### src/rtl/data_register.sv
`timescale 1ns/1ps
`default_nettype none
// ============================================================================
// Module   : data_register
// Brief    : CPU data register; captures DATA_IN on LOAD, async active-low reset.
// Revision : 1.0 - initial release
// ============================================================================
module data_register #(
    parameter int               WIDTH       = 16,
    parameter logic [WIDTH-1:0] RESET_VALUE = '0
) (
    input  logic             clk,
    input  logic             REST,
    input  logic [WIDTH-1:0] DATA_IN,
    input  logic             LOAD,
    output logic [WIDTH-1:0] DATA_OUT
);

    logic [WIDTH-1:0] r_data;

    // Reset wins over any load on a coincident edge.
    always_ff @(posedge clk or negedge REST) begin
        if (!REST) begin
            r_data <= RESET_VALUE;
        end else if (LOAD) begin
            r_data <= DATA_IN;
        end
    end

    assign DATA_OUT = r_data;

endmodule
`default_nettype wire

### config.mk
export PLATFORM = sky130hd
export DESIGN_NAME = data_register
export DESIGN_NICKNAME = d
export VERILOG_FILES = /design/src/rtl/data_register.sv
export SDC_FILE = /design/constraint.sdc
export NUM_CORES = 1
export LEC_CHECK = 0
export ABC_AREA = 1
export ABC_CLOCK_PERIOD_IN_PS = 800
export BUFFER_PORTS_ARGS = -buffer_cell sky130_fd_sc_hd__buf_2
export CAP_MARGIN = 20
export CORE_MARGIN = 8
export CORE_UTILIZATION = 42
export CTS_CLUSTER_SIZE = 8
export DETAILED_ROUTE_END_ITERATION = 12
export PLACE_DENSITY = 0.75
export SLEW_MARGIN = 10
export SYNTH_ARGS = -nofsm -noshare
export SYNTH_HDL_FRONTEND = slang
export SYNTH_SLANG_ARGS = --single-unit
export TNS_END_PERCENT = 30
### constraint.sdc
create_clock -name clk -period 0.8 [get_ports clk]
set_input_delay 0.08 -clock clk [delete_from_list [all_inputs] [get_ports clk]]
set_output_delay 0.08 -clock clk [all_outputs]
set_load 0.02 [all_outputs]
==> run metrics, run 1 <==
outcome=finished, violations left; failing checks=setup timing; Clock Path Buffers=2; vias in the first global route=648; pwr/cell area=1780 nW/um^2; crit path capture type=primary output; Area contributors post-synth=dfrtp_1 62%, nand2_1 25%, nand2_2 4.9%; CTS clk-pin slew, worst paths=0.10 ns; GRT overflow=0; Setup WS post-layout=-0.152 ns; H-tree Lvls=1; wirelength, routed=2080 um; final clock skew=0 ns; Yosys top cell by area=dfrtp_1; Synth Area per Inst=9.48 um^2; ANT cells=0; First DRT Iteration DRCs=5; Final Non-Filler Cells=145; Starting Density=0.438; RSZ-0062 raised after global routing=yes; top cell type's share of synthesized area=0.621; Register Area=400 um^2; CTS tree=yes; VDD IR max=0.00123 V; dpl cells=116; CP max FO=2; Distinct cells, synth=6; worst min path class=input port to register; Die Wd=55.2 um; final setup violation count=18; area of placed instances=800 um^2; post-route ant nets=0; Final Hold Viols=0; CP top delay family=flip-flops; Total Routing Usage GR=0.129; gpl congestion=0.695; Syn Inst Count=68; Max Fclk=1050 MHz; Synth warnings=0; Ports=35; CP arrival=0.87 ns; cells along the critical path=buf_6; Filler cells=93; NumNets Final=149; clock network power share=0.275; worst-skew pair later-pin latency=0.29 ns; layout cells sized above 1=0.426; clock sinks=16; Slowest-stage cell, CP=dfrtp_1; I/O Buffers=34; Rel. slew slack=0.767; Psw=0.577 mW; vias per inst=4.58; buffer and inverter count on the worst path=1; sequential share of the synthesized area=0.621; first-pass detailed-route iteration total=4; Comb pwr share=0.262; die height=55.2 um; Final Cell Area=1130 um^2; min cycle time layout=0.952 ns; worst-margin pin slew=0.350 ns; Row Count=14; global-route wire length before repair=2810 um; dpl hpwl=1180 um; CTS Buf Count=3; Worst setup SP type=register; initial antenna violation count=0; multi-input combinational cell area=195 um^2; die area=3040 um^2; synthesis-to-layout area growth=75.1%; DRC Markers=0; Yosys reg bits=16; area of the mapped netlist=644 um^2; vias after detailed routing=664; max reg flops=16; Int Power=1.43 mW; CP Data Required Time=0.72 ns; final critical-path share of the clock period=1.19; Leakage=0.635 nW; WL per Instance=14.3 um; largest net degree at the start of global routing=17; Core Area=1470 um^2; fin util=0.767; sequential cell fraction of total power=0.463; CP Class=register to primary output; switching share of power=0.288; Worst path max stage delay=0.43 ns; max-slew violation count=0; syn nets=87; Root Buffer=clkbuf_4; max-cap viol count=0
placed cells by master (no fill, tap or decap):
cell type       n
nand2_1        42
buf_2          24
dfrtp_1        16
dlygate4sd3_1  16
buf_6          10
buf_4          10
nand2_2         6
clkbuf_4        3
inv_6           1
clkbuf_8        1
power groups by stage:
stage          sequential [mW]  clock [mW]  combinational (mW)
6_report                 0.928       0.550               0.526
5_1_grt                  0.936       0.588               0.563
4_1_cts                  0.922       0.542               0.466
3_5_place_dp             0.936           0               0.338
3_3_place_gp             0.932           0               0.333
2_1_floorplan             1.03           0               0.109
kinds of logic after synthesis:
kind of cell / after synthesis / share of synthesized area
buf+inv: 4 / 0.0796
simple gates: 48 / 0.299
flops: 16 / 0.621
synth_stat cells:
master / n
inv_6: 1
nand2_1: 43
buf_12: 1
buf_6: 2
dfrtp_1: 16
nand2_2: 5
path summary, 6_finish.rpt:
| kind | from | end | slack, ns | cells after the start |
|---|---|---|---|---|
| setup / recovery | DATA_OUT[6]$_DFFE_PN0P_ | DATA_OUT[6] | -0.15 | 1 |
| hold / removal | DATA_IN[9] | DATA_OUT[9]$_DFFE_PN0P_ | 0.01 | 3 |
| max in group asynchronous | REST | DATA_OUT[11]$_DFFE_PN0P_ | 0.31 | 2 |
| setup reg to reg | DATA_OUT[6]$_DFFE_PN0P_ | DATA_OUT[6]$_DFFE_PN0P_ | -0.12 | 4 |
| min in group asynchronous | REST | DATA_OUT[6]$_DFFE_PN0P_ | 0.23 | 2 |
| hold reg to reg | DATA_OUT[0]$_DFFE_PN0P_ | DATA_OUT[0]$_DFFE_PN0P_ | 0.49 | 2 |
timing repair:
item | CTS | global route
hold buffers | 14 | 2
endpoints found under the setup margin | 16 | 16
gates cloned | 0 | 0
setup buffers | 6 | 3
gates resized for setup | 12 | 9
endpoints found under the hold margin | 29 | 2
per-layer routing:
layer	share of wire	GRT usage	wire, um
met5	0	0	0
met4	0.036	0.0600	75
met3	0.062	0.0348	128
met2	0.55	0.250	1140
met1	0.35	0.121	735
area by class of cell:
cell class	instances	area share
Inverter	1	0.00776
Sequential cell	16	0.355
Clock buffer	4	0.0322
Timing Repair Buffer	60	0.415
Tap cell	16	0.0177
Multi-Input combinational cell	48	0.173
stage by stage:
stage	setup WS (ns)	total power [mW]	hold slack, ns	setup TNS (ns)
6_report	-0.152	2.00	0.0118	-2.12
5_1_grt	-0.175	2.09	0.00796	-2.59
4_1_cts	-0.125	1.93	0.00237	-1.87
3_5_place_dp	0.113	1.27	0.00305	0
3_3_place_gp	0.146	1.27	0.00192	0
2_1_floorplan	0.118	1.14	-0.216	0
Power figures use the tool's default switching activity.
==> inputs of run 2 (changes only) <==
--- a/config.mk
+++ b/config.mk
@@ -14,6 +14,7 @@
 export CTS_CLUSTER_SIZE = 8
 export DETAILED_ROUTE_END_ITERATION = 12
 export PLACE_DENSITY = 0.75
+export REMOVE_ABC_BUFFERS = 1
 export SLEW_MARGIN = 10
 export SYNTH_ARGS = -nofsm -noshare
 export SYNTH_HDL_FRONTEND = slang
==> run metrics, run 2 (synthesis gave the netlist of run 1 again) <==
outcome=finished, violations left (unchanged); failing checks=setup timing (unchanged); Root Buffer=clkbuf_4 (unchanged); max-cap viol count=0 (unchanged); Ports=35 (unchanged); HP Start=DATA_IN[3] (was DATA_IN[9]); vias per inst=4.68 (was 4.58); sequential cell fraction of total power=0.505 (was 0.463); CP arrival=0.83 ns (was 0.87 ns); Int Power=1.32 mW (was 1.43 mW); reg2reg start=DATA_OUT[6]$_DFFE_PN0P_ (unchanged); layout cells sized above 1=0.439 (was 0.426); largest net degree at the start of global routing=17 (unchanged); ANT cells=0 (unchanged); gpl congestion=0.636 (was 0.695); WL per Instance=14.4 um (was 14.3 um); GRT overflow=0 (unchanged); Final Non-Filler Cells=139 (was 145); post-route ant nets=0 (unchanged); CP Data Required Time=0.72 ns (about the same); Psw=0.524 mW (was 0.577 mW); First DRT Iteration DRCs=8 (was 5); Leakage=0.610 nW (was 0.635 nW); Clock Path Buffers=2 (unchanged); CTS tree=yes (unchanged); VDD IR max=0.000934 V (was 0.00123 V); final clock skew=0 ns (unchanged); first-pass detailed-route iteration total=4 (unchanged); DRC Markers=0 (unchanged); dpl hpwl=1150 um (was 1180 um); Max Fclk=1100 MHz (was 1050 MHz); max-slew violation count=0 (unchanged); Comb pwr share=0.279 (was 0.262); final setup violation count=17 (was 18); Core Area=1470 um^2 (unchanged); CTS clk-pin slew, worst paths=0.08 ns (was 0.10 ns); die height=55.2 um (unchanged); worst min path class=input port to register (unchanged); initial antenna violation count=0 (unchanged); Rel. slew slack=0.765 (was 0.767); H-tree Lvls=1 (unchanged); Worst path max stage delay=0.41 ns (was 0.43 ns); Die Wd=55.2 um (unchanged); CP top delay family=flip-flops (unchanged); min cycle time layout=0.907 ns (was 0.952 ns); synthesis-to-layout area growth=67.2% (was 75.1%); Setup WS post-layout=-0.107 ns (was -0.152 ns); vias after detailed routing=650 (was 664); worst-margin pin slew=0.352 ns (was 0.350 ns); buffer and inverter count on the worst path=1 (unchanged); CTS Buf Count=3 (unchanged); Worst setup SP type=register (unchanged); crit path capture type=primary output (unchanged); global-route wire length before repair=2990 um (was 2810 um); dpl cells=116 (unchanged); Total Routing Usage GR=0.138 (was 0.129); clock sinks=16 (unchanged); pre-CTS setup slack=0.104 ns (was 0.113 ns); pwr/cell area=1710 nW/um^2 (was 1780 nW/um^2); cells along the critical path=buf_6 (unchanged); CP Class=register to primary output (unchanged); Starting Density=0.438 (unchanged); Final Hold Viols=0 (unchanged); final critical-path share of the clock period=1.13 (was 1.19); Final Cell Area=1080 um^2 (was 1130 um^2); most common cell after layout, fill and taps aside=nand2_1 (unchanged); I/O Buffers=34 (unchanged); switching share of power=0.284 (was 0.288); area of placed instances=800 um^2 (unchanged); RSZ-0062 raised after global routing=yes (unchanged); clock network power share=0.216 (was 0.275); wirelength, routed=2010 um (was 2080 um); Power Total=1.84 mW (was 2.00 mW); Filler cells=102 (was 93); die area=3040 um^2 (unchanged); NumNets Final=144 (was 149); worst-skew pair later-pin latency=0.27 ns (was 0.29 ns); Slowest-stage cell, CP=dfrtp_1 (unchanged); CP max FO=2 (unchanged); Row Count=14 (unchanged); most frequent cells in the layout=42 x nand2_1, 22 x buf_2, 16 x dfrtp_1 (was 42 x nand2_1, 24 x buf_2, 16 x dfrtp_1, 16 x dlygate4sd3_1); vias in the first global route=665 (was 648); Worst Setup SP=DATA_OUT[12]$_DFFE_PN0P_ (was DATA_OUT[6]$_DFFE_PN0P_); max reg flops=16 (unchanged)
==> run 2: worst paths after layout <==
check	end	slack [ns]	cells after the start
min in group asynchronous	DATA_OUT[7]$_DFFE_PN0P_	0.24	2
hold reg to reg	DATA_OUT[15]$_DFFE_PN0P_	0.47	2
max in group asynchronous	DATA_OUT[5]$_DFFE_PN0P_	0.30	2
setup / recovery	DATA_OUT[12]	-0.11	1
hold / removal	DATA_OUT[3]$_DFFE_PN0P_	0.01	3
setup reg to reg	DATA_OUT[6]$_DFFE_PN0P_	-0.05	4
==> run 2: what timing repair did <==
action                                  4_1_cts  5_1_grt
endpoints found under the hold margin        25        1
setup buffers                                 7        2
endpoints found under the setup margin       16       16
gates resized for setup                      16        9
hold buffers                                 10        1
==> run 2: worst register-to-register path, stage by stage, from the launching register on <==
cell     delay (ns)
dfrtp_1        0.39
buf_4          0.14
buf_4          0.12
nand2_2        0.06
nand2_2        0.04
==> run 2: layout make-up <==
class / count / area, um^2 / share of cell area
Multi-Input combinational cell: 48 / 195 / 0.181
Sequential cell: 16 / 400 / 0.372
Tap cell: 16 / 20.0 / 0.0186
Clock buffer: 3 / 22.5 / 0.0209
Inverter: 1 / 8.76 / 0.00813
Timing Repair Buffer: 55 / 430 / 0.400
==> run 2: per-stage QoR <==
stage	hold WS, ns	TNS [ns]	utilization
floorplan	-0.216	0	-
global placement	-0.0000963	0	0.543
detailed placement	0.00630	0	0.543
CTS	0.000798	-1.65	0.696
global route	0.0194	-2.12	0.732
finish	0.0127	-1.58	0.732
==> run 2: per-layer routing <==
layer | global-route usage | share of wire | vias up
met3 | 0.0241 | 0.097 | 4
met2 | 0.254 | 0.53 | 30
met5 | 0 | 0 | -
li1 | - | - | 315
met4 | 0.108 | 0.025 | 0
met1 | 0.131 | 0.35 | 301
==> run 2: power by group through the flow <==
stage                     registers (mW)  logic, mW  clock network [mW]
after floorplan                     1.03     0.0773                   0
after global placement             0.931      0.334                   0
after detailed placement           0.934      0.339                   0
after CTS                          0.922      0.467               0.416
after global routing               0.938      0.555               0.452
final                              0.931      0.514               0.398
